==> src/rtl/shift_operand_stage.sv <==
`default_nettype none
// ============================================================================
//  Module      : shift_operand_stage
//  Description : ID/EX pipeline register feeding the EX-stage shifter.
//                Forwards rs1/rs2 from EX/MEM and MEM/WB, selects the shift
//                amount from rs2 or the immediate, and registers the shifter
//                operands behind a valid/ready handshake with stall and flush.
//  Revision    : 1.0  initial release
// ============================================================================
module shift_operand_stage #(
    parameter int XLEN = 32,
    parameter int SHW  = 5
) (
    input  logic            clk,
    input  logic            rst,
    // decode side
    input  logic            in_valid,
    output logic            in_ready,
    input  logic [XLEN-1:0] in_rs1_data,
    input  logic [XLEN-1:0] in_rs2_data,
    input  logic [XLEN-1:0] in_imm,
    input  logic [4:0]      in_rs1_addr,
    input  logic [4:0]      in_rs2_addr,
    input  logic [4:0]      in_rd_addr,
    input  logic            in_use_imm,
    input  logic [1:0]      in_shiftctr,
    // forwarding sources
    input  logic            exmem_wen,
    input  logic [4:0]      exmem_rd,
    input  logic [XLEN-1:0] exmem_data,
    input  logic            memwb_wen,
    input  logic [4:0]      memwb_rd,
    input  logic [XLEN-1:0] memwb_data,
    // control
    input  logic            flush,
    // EX side
    output logic            out_valid,
    input  logic            out_ready,
    output logic [XLEN-1:0] ALU_DA,
    output logic [SHW-1:0]  ALU_SHIFT,
    output logic [1:0]      Shiftctr,
    output logic [4:0]      out_rd_addr
);

    localparam logic [1:0] c_SHIFT_PASS = 2'b11;

    logic            r_valid;
    logic [XLEN-1:0] r_da;
    logic [SHW-1:0]  r_shift;
    logic [1:0]      r_shiftctr;
    logic [4:0]      r_rd_addr;

    logic [XLEN-1:0] w_rs1_fwd;
    logic [XLEN-1:0] w_rs2_fwd;
    logic [SHW-1:0]  w_shamt;
    logic            w_accept;
    logic            w_unused_upper;

    // Bypass selection: EX/MEM is the younger producer and wins over MEM/WB.
    // x0 is hard-wired zero in the register file, so it is never bypassed.
    function automatic logic [XLEN-1:0] bypass(
        input logic [4:0]      addr,
        input logic [XLEN-1:0] rf_data,
        input logic            ex_wen,
        input logic [4:0]      ex_rd,
        input logic [XLEN-1:0] ex_data,
        input logic            wb_wen,
        input logic [4:0]      wb_rd,
        input logic [XLEN-1:0] wb_data
    );
        logic [XLEN-1:0] sel;
        sel = rf_data;
        if (addr != 5'd0) begin
            if (ex_wen && (ex_rd == addr)) begin
                sel = ex_data;
            end else if (wb_wen && (wb_rd == addr)) begin
                sel = wb_data;
            end
        end
        return sel;
    endfunction

    // Resolve both source operands and the shift amount in the load cycle.
    always_comb begin
        w_rs1_fwd = bypass(in_rs1_addr, in_rs1_data, exmem_wen, exmem_rd,
                           exmem_data, memwb_wen, memwb_rd, memwb_data);
        w_rs2_fwd = bypass(in_rs2_addr, in_rs2_data, exmem_wen, exmem_rd,
                           exmem_data, memwb_wen, memwb_rd, memwb_data);
        // Only the low SHW bits matter; a shift by XLEN wraps to zero.
        w_shamt   = in_use_imm ? in_imm[SHW-1:0] : w_rs2_fwd[SHW-1:0];
    end

    // Upper operand bits are intentionally dropped by the shift-amount select.
    assign w_unused_upper = ^{in_imm[XLEN-1:SHW], w_rs2_fwd[XLEN-1:SHW]};

    // The register can take a new instruction when empty or being drained.
    assign in_ready = !rst && (!r_valid || out_ready);
    assign w_accept = in_valid && in_ready && !flush;

    // Pipeline register: reset > flush > load > drain; data frozen otherwise.
    always_ff @(posedge clk) begin
        if (rst) begin
            r_valid    <= 1'b0;
            r_da       <= '0;
            r_shift    <= '0;
            r_shiftctr <= c_SHIFT_PASS;
            r_rd_addr  <= 5'd0;
        end else if (flush) begin
            r_valid <= 1'b0;
        end else if (w_accept) begin
            r_valid    <= 1'b1;
            r_da       <= w_rs1_fwd;
            r_shift    <= w_shamt;
            r_shiftctr <= in_shiftctr;
            r_rd_addr  <= in_rd_addr;
        end else if (r_valid && out_ready) begin
            r_valid <= 1'b0;
        end
    end

    assign out_valid   = r_valid;
    assign ALU_DA      = r_da;
    assign ALU_SHIFT   = r_shift;
    assign Shiftctr    = r_shiftctr;
    assign out_rd_addr = r_rd_addr;

endmodule
`default_nettype wire

==> config.mk <==
export PLATFORM = sky130hd
export DESIGN_NAME = shift_operand_stage
export DESIGN_NICKNAME = d
export VERILOG_FILES = /design/src/rtl/shift_operand_stage.sv
export SDC_FILE = /design/constraint.sdc
export NUM_CORES = 1
export LEC_CHECK = 0
export ABC_AREA = 1
export BUFFER_PORTS_ARGS = -buffer_cell sky130_fd_sc_hd__clkbuf_2
export CORE_MARGIN = 2
export CORE_UTILIZATION = 35
export CTS_CLUSTER_DIAMETER = 80
export DETAILED_ROUTE_END_ITERATION = 6
export PLACE_DENSITY_LB_ADDON = 0.08
export SLEW_MARGIN = 25
export SYNTH_ARGS = -nofsm -noshare
export SYNTH_HDL_FRONTEND = slang
export SYNTH_SLANG_ARGS = --single-unit
==> constraint.sdc <==
create_clock -name clk -period 1.39 [get_ports clk]
set_input_delay 0.2085 -clock clk [delete_from_list [all_inputs] [get_ports clk]]
set_output_delay 0.2085 -clock clk [all_outputs]
set_load 0.02 [all_outputs]
==> reports/qor.yml <==
place.port_buffers: 186
cts_htree_levels: 2
dr.pass1.iters: 4
synth_edf_count: 0
drc: 0
status: "finished clean"
cap_violations: 0
finalHoldViolations: 0
pin_count: 241
synthArstFlopShare: 0
synthCells: 588
relSlewSlack: 0.8048
period_share: 0.9740
synthTopCellsByCount: "nand2_1 (159), inv_1 (88), nor2_1 (78)"
p_clk_frac: 0.308
die_w_um: 102.7
dieArea_mm2: 0.01054
p_sw_mw: 1.006
routedWlPerCell_um: 11.07
period_needed_ns: 1.354
worstPathCellList: "inv_1 > nor2_2 > buf_4 > nor2_1 > clkbuf_2"
ys_seq_area_frac: 0.2643
rsz0062_at_grt: "yes"
slowest_delay_ns: 0.33
power_per_cell_area_mw_per_mm2: 693.6
switching_share: 0.2996
leakagePower_nw: 2.772
place.gp.congestion: 0.8028
syn_nets: 783
utilization: 0.5044
area_growth_syn_to_layout_pct: 42.00
cts_made_buffers: 5
comb_power_share: 0.279
fin_tns_setup_ns: 0
seqPwrFrac: 0.413
fin_skew_ns: 0.005620
antenna_found_initial: 0
hold_class: "input pin to flip-flop"
syn_area_mm2: 0.003408
ys_types: 23
wl_mm: 10.20
synth_top_area_share: 0.2643
top_usage_layer: "met2"
ys_seq_elements: 45
worstSetupPathType: "flip-flop to output pin"
grt_use_total: 0.1904
die_height_um: 102.7
slew_viol_final: 0
yosys-top-cells-area: "dfxtp_1 (26%), nand2_1 (18%), inv_1 (9.7%), nor2_1 (8.6%), a21oi_2 (7.2%)"
detailed_place_hpwl_mm: 8.330
vias: 4034
cts_hold_buffers: 0
start_util: 0.3552
drive_gt1_frac: 0.3832
grt_util_met1: 0.2250
post_cts_buffers: 0
ant_nets: 0
cts_tree: "built"
use_met3: 0.06712
overflow: 0
finalPower_mw: 3.357
synthFlopType: "dfxtp_1"
syn_area_per_cell_um2: 5.796
synth-warning-count: 0
grtUsageMet2: 0.3263
drt-initial-drc-count: 83
synth_top_cell_by_area: "dfxtp_1"
clkTransAtPathRegs_ns: 0.08
avgViaCountPerCell: 4.380
arrival_ns: 1.15
layout.cells.non_filler: 921
p_int_mw: 2.351
cts_buffer_depth: 2
fp-row-count: 36
final_area_mm2: 0.004840
placed_cell_area_mm2: 0.004713
cp.required_ns: 1.18
ir_worst_vdd_mv: 0.3805
grt_pass1_vias: 3613
critPathLaunchType: "flip-flop"
end_kind: "output pin"
clk-insertion-delay-late_ns: 0.30
fmax_mhz: 738.6
critPathMaxFanout: 2
setup_viol: 0
grt_first_pass_wirelength_mm: 15.97
tightestPinTransition_ns: 0.2918
slowest_stage: "dfxtp_1"
diodes: 0
clockRootBuffer: "clkbuf_8"
core-area_mm2: 0.009594
synth_most_common_cell: "nand2_1"
finalNetCount: 982
placed_cells: 913
grt_max_degree: 44
cts.sinks: 45
-- flip-flops by register name (all words and copies together) (netlist names) --
register     cells
Shiftctr         2
ALU_SHIFT        5
out_rd_addr      5
out_valid        1
ALU_DA          32
-- power groups by stage --
stage | sequential [mW] | combinational [mW] | clock (mW)
3_3_place_gp | 1.41 | 0.937 | 0
3_5_place_dp | 1.42 | 0.942 | 0
4_1_cts | 1.39 | 0.946 | 1.08
6_report | 1.39 | 0.935 | 1.04
2_1_floorplan | 1.49 | 0.423 | 0
5_1_grt | 1.39 | 1.06 | 1.13
-- layout make-up --
cell class | instances | area (um^2)
repair buffers | 222 | 1301
well taps | 133 | 166.4
inverters | 95 | 356.6
multi-input cells | 418 | 1994
flip-flops and latches | 45 | 900.9
clock inverters | 2 | 37.54
clock buffers | 6 | 82.58
fillers | 1086 | 4755
-- cells by family (layout without fill, tap and decap cells) --
family | count (synthesis) | count (layout) | share of synthesized area
AND/OR/NAND/NOR | 290 | 290 | 0.3609
AO/OA/AOI/OAI | 127 | 127 | 0.2184
buffers and inverters | 125 | 325 | 0.1538
flip-flops | 45 | 45 | 0.2643
XOR/XNOR | 1 | 1 | 0.002570
-- layout by cell type (no fill, tap or decap), drive strengths merged --
| cell type | count |
|---|---|
| a21oi | 51 |
| buf | 36 |
| bufinv | 1 |
| clkbuf | 192 |
| clkinv | 2 |
| clkinvlp | 1 |
| dfxtp | 45 |
| inv | 93 |
| nand2 | 160 |
| nand3 | 18 |
| nand4 | 1 |
| nor2 | 107 |
| nor3 | 4 |
| o21ai | 73 |
| o22ai | 3 |
| xor2 | 1 |
-- worst paths after layout --
| check | start | to | slack [ns] | cells after the start |
|---|---|---|---|---|
| max | out_valid | in_ready | 0.04 | 5 |
| min | in_rd_addr[1] | out_rd_addr[1] | 0.13 | 3 |
| max reg2reg | out_valid | ALU_SHIFT[2] | 0.13 | 8 |
| min reg2reg | Shiftctr[0] | Shiftctr[0] | 0.47 | 2 |
-- metal layers --
layer,vias up,routed length (um)
met1,1689,4310
met4,0,183
met3,16,983
met5,-,0
li1,2208,-
met2,121,4721
-- worst max-delay path: cells and delay by family, from the launching register on --
kind | cells | cell delay (ns)
and+or+nand+nor | 2 | 0.18
DFF | 1 | 0.33
buffers and inverters | 3 | 0.34
-- timing repair --
action | in CTS | in global routing
pin swaps | 0 | 1
resized for setup | 1 | 1
endpoints found under the setup margin | 1 | 16
-- metrics by stage --
stage          hold WS, ns  worst slack [ns]
2_1_floorplan       0.3292           0.05454
3_3_place_gp        0.4278           -0.2555
3_5_place_dp        0.4330           -0.2711
4_1_cts             0.1168          0.009323
5_1_grt             0.1506          -0.02201
6_report            0.1276           0.03611
Power figures use the tool's default switching activity.
